$ cat config.mk
export PLATFORM = sky130hd
export DESIGN_NAME = muldiv_issue_flat
export DESIGN_NICKNAME = d
export VERILOG_FILES = /design/src/rtl/muldiv_issue_if.sv /design/src/rtl/muldiv_issue.sv /design/src/flat_wrapper.sv
export SDC_FILE = /design/constraint.sdc
export NUM_CORES = 1
export LEC_CHECK = 0
export ABC_CLOCK_PERIOD_IN_PS = 7700
export BUFFER_PORTS_ARGS = -buffer_cell sky130_fd_sc_hd__buf_2
export CORE_MARGIN = 2
export CORE_UTILIZATION = 40
export CTS_CLUSTER_SIZE = 40
export DETAILED_ROUTE_END_ITERATION = 16
export GPL_TIMING_DRIVEN = 0
export PLACE_DENSITY_LB_ADDON = 0.1
export SLEW_MARGIN = 15
export SYNTH_ARGS = -nofsm -noshare
export SYNTH_HDL_FRONTEND = slang
export SYNTH_SLANG_ARGS = --single-unit
$ cat constraint.sdc
create_clock -name Clk -period 7.7 [get_ports Clk]
set_clock_uncertainty 0.2 [all_clocks]
set_input_delay 0.385 -clock Clk [delete_from_list [all_inputs] [get_ports Clk]]
set_output_delay 0.385 -clock Clk [all_outputs]
set_load 0.1 [all_outputs]
$ cat src/rtl/muldiv_issue_if.sv
// Signal bundle between the EX stage, the M-extension issue sequencer and the iterative mul/div unit.
// "master" is the sequencer's view; "slave" is the view of the EX stage plus the unit.
interface muldiv_issue_if #(
    parameter int XLEN = 32
);
    logic            md_valid;
    logic [2:0]      md_funct3;
    logic [XLEN-1:0] md_rs1;
    logic [XLEN-1:0] md_rs2;
    logic            md_flush;
    logic            md_stall;
    logic            md_done;
    logic [XLEN-1:0] md_result;

    logic            unit_execute;
    logic            unit_div;
    logic [XLEN:0]   unit_opA;
    logic [XLEN:0]   unit_opB;
    logic            unit_sign_diff;
    logic            unit_stall;
    logic            unit_ready;
    logic [XLEN-1:0] unit_hi;
    logic [XLEN-1:0] unit_lo;

    modport master (
        input  md_valid, md_funct3, md_rs1, md_rs2, md_flush,
        input  unit_ready, unit_hi, unit_lo,
        output md_stall, md_done, md_result,
        output unit_execute, unit_div, unit_opA, unit_opB, unit_sign_diff, unit_stall
    );

    modport slave (
        output md_valid, md_funct3, md_rs1, md_rs2, md_flush,
        output unit_ready, unit_hi, unit_lo,
        input  md_stall, md_done, md_result,
        input  unit_execute, unit_div, unit_opA, unit_opB, unit_sign_diff, unit_stall
    );
endinterface

$ cat src/rtl/muldiv_issue.sv
// RV32M issue sequencer: turns operands into magnitudes, launches the iterative unit,
// applies sign fix-up, and resolves divide-by-zero / signed overflow without the unit.
module muldiv_issue #(
    parameter int XLEN = 32
) (
    input  logic           Clk,
    input  logic           Reset_n,
    muldiv_issue_if.master bus
);
    typedef enum logic [2:0] {IDLE, FAST, LAUNCH, WAIT, FIXUP, DONE, DRAIN} state_t;

    localparam logic [XLEN-1:0] MIN_NEG = {1'b1, {(XLEN-1){1'b0}}};

    state_t          state_reg, state_next;
    logic [2:0]      funct3_reg;
    logic [XLEN-1:0] rs1_reg, hi_reg, lo_reg, result_reg, result_next;
    logic [XLEN:0]   opa_reg, opb_reg;
    logic            sa_reg, sb_reg, sign_diff_reg;

    logic            signed_a, signed_b, in_div, in_sa, in_sb, in_fast, accept;
    logic [XLEN-1:0] mag_a, mag_b;
    logic [2*XLEN-1:0] prod_fix;

    // MUL is treated as fully signed; the low half is identical either way.
    always_comb begin
        signed_a = 1'b0;
        signed_b = 1'b0;
        case (bus.md_funct3)
            3'b000, 3'b001, 3'b100, 3'b110: begin
                signed_a = 1'b1;
                signed_b = 1'b1;
            end
            3'b010:  signed_a = 1'b1;
            default: ;
        endcase
    end

    assign in_div  = bus.md_funct3[2];
    assign in_sa   = signed_a & bus.md_rs1[XLEN-1];
    assign in_sb   = signed_b & bus.md_rs2[XLEN-1];
    assign mag_a   = in_sa ? -bus.md_rs1 : bus.md_rs1;
    assign mag_b   = in_sb ? -bus.md_rs2 : bus.md_rs2;
    assign in_fast = in_div & ((bus.md_rs2 == '0) |
                     (signed_b & (bus.md_rs1 == MIN_NEG) & (bus.md_rs2 == '1)));
    assign accept  = (state_reg == IDLE) & bus.md_valid & ~bus.md_flush;

    assign prod_fix = (sa_reg ^ sb_reg) ? -{hi_reg, lo_reg} : {hi_reg, lo_reg};

    always_comb begin
        state_next  = state_reg;
        result_next = result_reg;
        case (state_reg)
            IDLE:   if (accept) state_next = in_fast ? FAST : LAUNCH;
            FAST: begin
                state_next = bus.md_flush ? IDLE : DONE;
                // A zero divisor magnitude can only mean divide-by-zero; otherwise signed overflow.
                if (opb_reg == '0)
                    result_next = funct3_reg[1] ? rs1_reg : '1;
                else
                    result_next = funct3_reg[1] ? '0 : MIN_NEG;
            end
            LAUNCH: state_next = bus.md_flush ? DRAIN : WAIT;
            WAIT: begin
                if (bus.md_flush)
                    state_next = bus.unit_ready ? IDLE : DRAIN;
                else if (bus.unit_ready)
                    state_next = FIXUP;
            end
            FIXUP: begin
                state_next = bus.md_flush ? IDLE : DONE;
                if (funct3_reg[2]) begin
                    if (!funct3_reg[1])
                        result_next = lo_reg;
                    else if (!funct3_reg[0])
                        result_next = sa_reg ? -hi_reg : hi_reg;
                    else
                        result_next = hi_reg;
                end else begin
                    result_next = (funct3_reg[1:0] == 2'b00) ? prod_fix[XLEN-1:0]
                                                             : prod_fix[2*XLEN-1:XLEN];
                end
            end
            DONE:    state_next = IDLE;
            DRAIN:   if (bus.unit_ready) state_next = IDLE;
            default: state_next = IDLE;
        endcase
    end

    always_ff @(posedge Clk or negedge Reset_n) begin
        if (!Reset_n) begin
            state_reg     <= IDLE;
            funct3_reg    <= '0;
            rs1_reg       <= '0;
            opa_reg       <= '0;
            opb_reg       <= '0;
            sa_reg        <= 1'b0;
            sb_reg        <= 1'b0;
            sign_diff_reg <= 1'b0;
            hi_reg        <= '0;
            lo_reg        <= '0;
            result_reg    <= '0;
        end else begin
            state_reg <= state_next;
            if (accept) begin
                funct3_reg    <= bus.md_funct3;
                rs1_reg       <= bus.md_rs1;
                opa_reg       <= {1'b0, mag_a};
                opb_reg       <= {1'b0, mag_b};
                sa_reg        <= in_sa;
                sb_reg        <= in_sb;
                sign_diff_reg <= in_div & (in_sa ^ in_sb);
            end
            if ((state_reg == WAIT) && bus.unit_ready) begin
                hi_reg <= bus.unit_hi;
                lo_reg <= bus.unit_lo;
            end
            if (((state_reg == FAST) || (state_reg == FIXUP)) && !bus.md_flush)
                result_reg <= result_next;
        end
    end

    assign bus.md_done        = (state_reg == DONE);
    assign bus.md_stall       = bus.md_valid & ~bus.md_done & ~bus.md_flush;
    assign bus.md_result      = result_reg;
    assign bus.unit_execute   = (state_reg == LAUNCH);
    assign bus.unit_div       = funct3_reg[2];
    assign bus.unit_opA       = opa_reg;
    assign bus.unit_opB       = opb_reg;
    assign bus.unit_sign_diff = sign_diff_reg;
    assign bus.unit_stall     = 1'b0;
endmodule
$ cat src/flat_wrapper.sv
// flat-port wrapper written by rule: the top's interface ports become plain ports
module muldiv_issue_flat 
#(
    parameter int XLEN = 32
)
  (Clk, Reset_n, bus_md_valid, bus_md_funct3, bus_md_rs1, bus_md_rs2, bus_md_flush, bus_unit_ready, bus_unit_hi, bus_unit_lo, bus_md_stall, bus_md_done, bus_md_result, bus_unit_execute, bus_unit_div, bus_unit_opA, bus_unit_opB, bus_unit_sign_diff, bus_unit_stall);
  muldiv_issue_if #(.XLEN(XLEN)) bus_i ();
  input  logic Clk;
  input  logic Reset_n;
  input wire logic [$bits(bus_i.md_valid)-1:0] bus_md_valid;
  input wire logic [$bits(bus_i.md_funct3)-1:0] bus_md_funct3;
  input wire logic [$bits(bus_i.md_rs1)-1:0] bus_md_rs1;
  input wire logic [$bits(bus_i.md_rs2)-1:0] bus_md_rs2;
  input wire logic [$bits(bus_i.md_flush)-1:0] bus_md_flush;
  input wire logic [$bits(bus_i.unit_ready)-1:0] bus_unit_ready;
  input wire logic [$bits(bus_i.unit_hi)-1:0] bus_unit_hi;
  input wire logic [$bits(bus_i.unit_lo)-1:0] bus_unit_lo;
  output wire logic [$bits(bus_i.md_stall)-1:0] bus_md_stall;
  output wire logic [$bits(bus_i.md_done)-1:0] bus_md_done;
  output wire logic [$bits(bus_i.md_result)-1:0] bus_md_result;
  output wire logic [$bits(bus_i.unit_execute)-1:0] bus_unit_execute;
  output wire logic [$bits(bus_i.unit_div)-1:0] bus_unit_div;
  output wire logic [$bits(bus_i.unit_opA)-1:0] bus_unit_opA;
  output wire logic [$bits(bus_i.unit_opB)-1:0] bus_unit_opB;
  output wire logic [$bits(bus_i.unit_sign_diff)-1:0] bus_unit_sign_diff;
  output wire logic [$bits(bus_i.unit_stall)-1:0] bus_unit_stall;
  assign bus_i.md_valid = bus_md_valid;
  assign bus_i.md_funct3 = bus_md_funct3;
  assign bus_i.md_rs1 = bus_md_rs1;
  assign bus_i.md_rs2 = bus_md_rs2;
  assign bus_i.md_flush = bus_md_flush;
  assign bus_i.unit_ready = bus_unit_ready;
  assign bus_i.unit_hi = bus_unit_hi;
  assign bus_i.unit_lo = bus_unit_lo;
  assign bus_md_stall = bus_i.md_stall;
  assign bus_md_done = bus_i.md_done;
  assign bus_md_result = bus_i.md_result;
  assign bus_unit_execute = bus_i.unit_execute;
  assign bus_unit_div = bus_i.unit_div;
  assign bus_unit_opA = bus_i.unit_opA;
  assign bus_unit_opB = bus_i.unit_opB;
  assign bus_unit_sign_diff = bus_i.unit_sign_diff;
  assign bus_unit_stall = bus_i.unit_stall;
  muldiv_issue #(.XLEN(XLEN)) u_core (.Clk(Clk), .Reset_n(Reset_n), .bus(bus_i));
endmodule
---- Word level (Yosys, flattened, before mapping) ----
Cells that the tools add are included.
storage, ports and cells
  flip-flop bits (word level) ............. 201
  input port bits ......................... 136
  output and inout port bits .............. 104
operators by class
  add/subtract/negate cells ............... 4
  eq/ne operators ......................... 15
  multiplexer cells ....................... 23
  bitwise gates (word level) .............. 15
  reductions and logical operators ........ 15
operator list
  cell                  count
  $mux 32               10
  $neg 32->32           3
  $eq 32x32->1 const B  2
  $mux 64               1
  $neg 64->64           1
  $pmux 32 s2           1
  $logic_not 33->1      1
  $logic_not 32->1      1
  $mux 3                7
  $eq 3x3->1 const B    5
  $pmux 3 s5            1
  $and 1x1->1           10
  $eq 3x2->1 const B    3
  $eq 3x1->1 const B    2
  $logic_not 3->1       2
  $reduce_or 5->1       1
  $reduce_or 4->1       1
  $ne 3x3->1 const B    1
  $reduce_and 3->1      1
  $logic_and 1x1->1     2
  $logic_not 2->1       1
  $mux 1                2
  $mux 2                1
  $ne 2x1->1 const B    1
  9 further kinds       11

---- Depth between registers and ports, before layout ----
  depth after elaboration ................. 10
  mapped depth ............................ 10
  depth with buffers taken out ............ 9

---- Worst setup path after synthesis ----
Ideal clock, no wire load.
  path type ............................... reg2out
  start point ............................. reg u_core.state_reg[1]
  end point ............................... out bus_md_stall
  arrival ................................. 3.488 ns
  required time ........................... 7.115 ns
  slack ................................... 3.627 ns
  cell stages (with the launch flop) ...... 4
  buffers on the path ..................... 1
  path through ............................ dfrtp_1 -> clkbuf_1 -> and3b_1 -> nor3b_1
on the way
  word-level cells in the longest chain between the ends .. 4
RTL lines
  item                      RTL line             RTL
  start, declared           muldiv_issue.sv:14   state_t state_reg, state_next;
  start signal, assigned    muldiv_issue.sv:103  state_reg <= state_next;
  $eq 3x3->1                muldiv_issue.sv:122  assign bus.md_done = (state_reg == DONE);
  net bus_md_done           flat_wrapper.sv:19   output wire logic [$bits(bus_i.md_done)-1:0] bus_md_done;
  $not 1->1                 muldiv_issue.sv:123  assign bus.md_stall = bus.md_valid & ~bus.md_done & ~bus.md_flush;
  $and 1x1->1 (2 in a row)  muldiv_issue.sv:123
  end, declared             flat_wrapper.sv:18   output wire logic [$bits(bus_i.md_stall)-1:0] bus_md_stall;
The timed path passes the listed nets, and every way through them passes these cells.

---- Worst setup path in the final report ----
  start point ............................. reg u_core.lo_reg[9]
  end point ............................... reg u_core.result_reg[14] (netlist: u_core.bus.md_result[14])
on the way
  word-level cells in the longest chain between the ends .. 5
RTL lines
  item                    RTL line             RTL
  start, declared         muldiv_issue.sv:16   logic [XLEN-1:0] rs1_reg, hi_reg, lo_reg, result_reg, result_next;
  start signal, assigned  muldiv_issue.sv:115  lo_reg <= bus.unit_lo;
  $neg 64->64             muldiv_issue.sv:47   assign prod_fix = (sa_reg ^ sb_reg) ? -{hi_reg, lo_reg} : {hi_reg, lo_reg};
  $mux 64                 muldiv_issue.sv:47
  $mux 32                 muldiv_issue.sv:79   result_next = (funct3_reg[1:0] == 2'b00) ? prod_fix[XLEN-1:0]
  $mux 32                 muldiv_issue.sv:71   if (funct3_reg[2]) begin
  $pmux 32 s2             muldiv_issue.sv:52   case (state_reg)
  end signal, assigned    muldiv_issue.sv:118  result_reg <= result_next;
  end, declared           muldiv_issue.sv:16
Every way passes these cells.
A chain may end at the register's enable or synchronous reset.

==> flow_results.xml <==
<?xml version="1.0" encoding="UTF-8"?>
<metrics>
  <group name="setup_path">
    <metric name="crit-reg2reg-launch" unit="">u_core.lo_reg[9]$_DFFE_PN0P_</metric>
    <metric name="critical_path_fanout_max" unit="">9</metric>
    <metric name="end_kind" unit="">flip-flop</metric>
    <metric name="reg2reg_to" unit="">u_core.bus.md_result[14]$_DFFE_PN0P_</metric>
    <metric name="arrival" unit="ns">4.22</metric>
    <metric name="path_class" unit="">reg2reg</metric>
    <metric name="worst-r2r-cell-count" unit="">8</metric>
    <metric name="ff2ff_setup_slack" unit="ns">3.60</metric>
    <metric name="timing.critical_path.from" unit="">u_core.lo_reg[9]$_DFFE_PN0P_</metric>
    <metric name="critical_path_required" unit="ns">7.83</metric>
    <metric name="crit_path_start_kind" unit="">flip-flop</metric>
  </group>
  <group name="layout">
    <metric name="most-common-layout-cells" unit="">buf_2 (240), dfrtp_1 (200), nand2_1 (199)</metric>
    <metric name="finalNetCount" unit="">1981</metric>
    <metric name="final_layout_size_suffix_gt1_frac" unit="">0.2029</metric>
    <metric name="utilization" unit="">0.5076</metric>
    <metric name="most_frequent_standard_cell_in_the_layout_excluding_fill_and_tap_cells" unit="">buf_2</metric>
    <metric name="layout_filler_cell_count" unit="">3121</metric>
    <metric name="growth_of_design_area_from_synthesis_to_finish" unit="%">25.14</metric>
  </group>
  <group name="clocking">
    <metric name="clock_path_buffers" unit="">2</metric>
    <metric name="cts_tree" unit="">yes</metric>
    <metric name="cts_made_buffers" unit="">17</metric>
    <metric name="postCtsHoldBufs" unit="">86</metric>
    <metric name="clkTransAtPathRegs" unit="ns">0.08</metric>
    <metric name="post_cts.repair.setup_buffers" unit="">0</metric>
    <metric name="root_buffer" unit="">clkbuf_16</metric>
    <metric name="clk_latency" unit="ns">0.47</metric>
    <metric name="cts.htree.levels" unit="">4</metric>
    <metric name="cts.repair.resized" unit="">0</metric>
    <metric name="cts_sinks" unit="">200</metric>
  </group>
  <group name="worst_hold_path">
    <metric name="timing.hold.worst_path_depth" unit="">3</metric>
    <metric name="holdPathEnd" unit="">u_core.rs1_reg[26]$_DFFE_PN0P_</metric>
    <metric name="hold_path.startpoint" unit="">bus_md_rs1[26]</metric>
    <metric name="min_path_type" unit="">in2reg</metric>
  </group>
  <group name="place">
    <metric name="gp_congestion" unit="">0.9893</metric>
    <metric name="port-buffer-count" unit="">236</metric>
    <metric name="hpwl" unit="microns">42450</metric>
    <metric name="place_ws" unit="ns">3.795</metric>
  </group>
  <group name="global_routing">
    <metric name="met2_usage" unit="">0.4843</metric>
    <metric name="gr-max-usage-layer" unit="">met1</metric>
    <metric name="grtUsageTotal" unit="">0.3349</metric>
    <metric name="grt_first_pass_wirelength" unit="microns">82250</metric>
    <metric name="global_route.usage.met3" unit="">0.07045</metric>
    <metric name="antenna_found_initial" unit="">1</metric>
    <metric name="pin_count_of_the_biggest_net_entering_global_routing" unit="">82</metric>
    <metric name="grt_util_met1" unit="">0.4940</metric>
    <metric name="grt_pass1_vias" unit="">12720</metric>
    <metric name="grt.overflow.total" unit="">0</metric>
  </group>
  <group name="timing">
    <metric name="final-hold-violation-count" unit="">0</metric>
    <metric name="timing.final.crit_period" unit="ns">4.098</metric>
    <metric name="slew_viols_final" unit="">0</metric>
    <metric name="fmax" unit="MHz">244.0</metric>
    <metric name="total_negative_slack_for_setup_checks" unit="ns">0</metric>
    <metric name="setup_viol" unit="">0</metric>
    <metric name="unrepaired_setup_endpoints_after_global_routing" unit="">false</metric>
    <metric name="max_slew_margin" unit="">0.03493</metric>
    <metric name="tightest_slew" unit="ns">1.437</metric>
    <metric name="min_period_over_period" unit="">0.5322</metric>
    <metric name="worst_slack" unit="ns">3.602</metric>
  </group>
  <group name="drt">
    <metric name="route.antenna.remaining_nets" unit="">0</metric>
    <metric name="routed-via-count" unit="">13320</metric>
    <metric name="drt_first_iter_violations" unit="">1289</metric>
    <metric name="drt-pass1-iter-count" unit="">5</metric>
    <metric name="drc" unit="">0</metric>
    <metric name="routed_via_density" unit="">5.902</metric>
    <metric name="finalWirelength" unit="microns">55580</metric>
    <metric name="routedWlPerCell" unit="microns">24.64</metric>
  </group>
  <group name="synth">
    <metric name="synth_warnings" unit="">0</metric>
    <metric name="count_of_flip_flops_with_a_built_in_enable_after_synthesis" unit="">0</metric>
    <metric name="synth_seq_cells" unit="">200</metric>
    <metric name="syn_avg_cell_area" unit="sq um">8.539</metric>
    <metric name="ys.flop_type" unit="">dfrtp_1</metric>
    <metric name="postSynthCellCount" unit="">1495</metric>
    <metric name="asyncSetResetFlopFracSynth" unit="">1.000</metric>
    <metric name="netlist-cell-type-count" unit="">76</metric>
    <metric name="yosysSeqAreaShare" unit="">0.3920</metric>
    <metric name="netlist_area" unit="sq um">12770</metric>
  </group>
  <group name="power_and_ir_drop">
    <metric name="pwr-share-comb" unit="">0.647</metric>
    <metric name="peakVddDrop" unit="V">0.0003850</metric>
    <metric name="power_leakage" unit="nW">6.861</metric>
    <metric name="power.internal" unit="W">0.003310</metric>
    <metric name="sw_frac_of_total" unit="">0.6067</metric>
    <metric name="sequentialPowerShare" unit="">0.243</metric>
    <metric name="switching_power" unit="W">0.005107</metric>
    <metric name="power_per_cell_area" unit="nW/um^2">526.9</metric>
    <metric name="clock_power_share" unit="">0.110</metric>
  </group>
  <group name="job">
    <metric name="maxCapViolations" unit="">0</metric>
  </group>
  <group name="floorplan">
    <metric name="floorplan.core_area" unit="sq um">31470</metric>
    <metric name="die-width" unit="microns">182.6</metric>
    <metric name="die_height" unit="microns">182.6</metric>
    <metric name="fp-row-count" unit="">65</metric>
    <metric name="io-pin-count" unit="">240</metric>
    <metric name="initial_utilization" unit="">0.4056</metric>
    <metric name="design.die.area" unit="sq um">33360</metric>
  </group>
  <group name="run_status">
    <metric name="run_status" unit="">finished clean</metric>
  </group>
</metrics>
## per-stage QoR
stage	hold slack (ns)	cells	total power [W]	instance area, sq um
final	0.02312	2256	0.008418	15980
after CTS	0.0007874	2255	0.008298	15970
after global placement	0.2583	2135	0.007320	14460
after detailed placement	0.1248	2137	0.007322	14530
after floorplan	-0.1106	1497	0.005725	12770
after global routing	0.01371	2255	0.008768	15970
## cells in the mapped netlist, types with 19 or more instances
library cell	number	share of area
xnor2_1	67	0.046
o31ai_1	24	0.014
nor2_1	92	0.027
a31oi_1	26	0.013
inv_1	33	0.0097
o21ai_0	127	0.050
nor2b_1	22	0.011
a21oi_1	95	0.037
or4_1	24	0.014
nor3_1	47	0.018
nand3_1	23	0.0090
nand2_1	199	0.059
clkbuf_1	107	0.031
xor2_1	55	0.038
o22ai_1	19	0.0093
dfrtp_1	200	0.39
mux2_2	66	0.058
nor4_1	40	0.020
## metal layers
metal / vias up / wire length (microns) / part of all wire
li1: 6106 / - / -
met1: 6439 / 25590 / 0.46
met2: 668 / 23270 / 0.42
met3: 102 / 4982 / 0.090
met4: 0 / 1736 / 0.031
met5: - / 0 / 0
## final cells by class
type                            instances  area, sq um  area share
Inverter                               33        123.9    0.007754
Clock buffer                           18        439.2     0.02749
Sequential cell                       200         5005      0.3133
Clock inverter                         14        143.9    0.009007
Buffer                                117        460.4     0.02882
Multi-Input combinational cell       1147         7191      0.4501
Tap cell                              402        503.0     0.03148
Antenna cell                            1        2.502   0.0001566
Timing Repair Buffer                  324         2107      0.1319
## cells by family after synthesis
kind of cell / synth area share
and+or+nand+nor: 0.2239
DFF: 0.3920
other: 0.0002937
buffers and inverters: 0.04577
adders and majority gates: 0.004901
muxes: 0.06214
xor gates and xnor gates: 0.08370
AOI/OAI and AO/OA: 0.1873
## worst max-delay path: stages, from the launching register on
cell and delay (ns):
dfrtp_1 0.36, clkbuf_1 0.31, nor4_4 0.44, nand3_2 0.39
nor4_2 1.02, a21oi_1 0.23, xor2_1 0.21, a221oi_1 0.70
o21ai_1 0.10
## worst max-delay path by stage
stage / endpoint / cells past startpoint
6_report: u_core.bus.md_result[14]$_DFFE_PN0P_ / 8
3_3_place_gp: u_core.lo_reg[2]$_DFFE_PN0P_ / 1
2_1_floorplan: bus_md_stall / 3
4_1_cts: u_core.bus.md_result[25]$_DFFE_PN0P_ / 8
5_1_grt: u_core.bus.md_result[25]$_DFFE_PN0P_ / 8
3_5_place_dp: u_core.bus.md_result[25]$_DFFE_PN0P_ / 8
## power groups by stage
stage | Sequential [W] | Clock, W | Combinational, W
CTS | 0.00203 | 0.000941 | 0.00533
floorplan | 0.00354 | 0 | 0.00219
global placement | 0.00204 | 0 | 0.00528
detailed placement | 0.00204 | 0 | 0.00528
global route | 0.00210 | 0.000980 | 0.00569
finish | 0.00204 | 0.000925 | 0.00545
(Power assumes the default switching activity.)
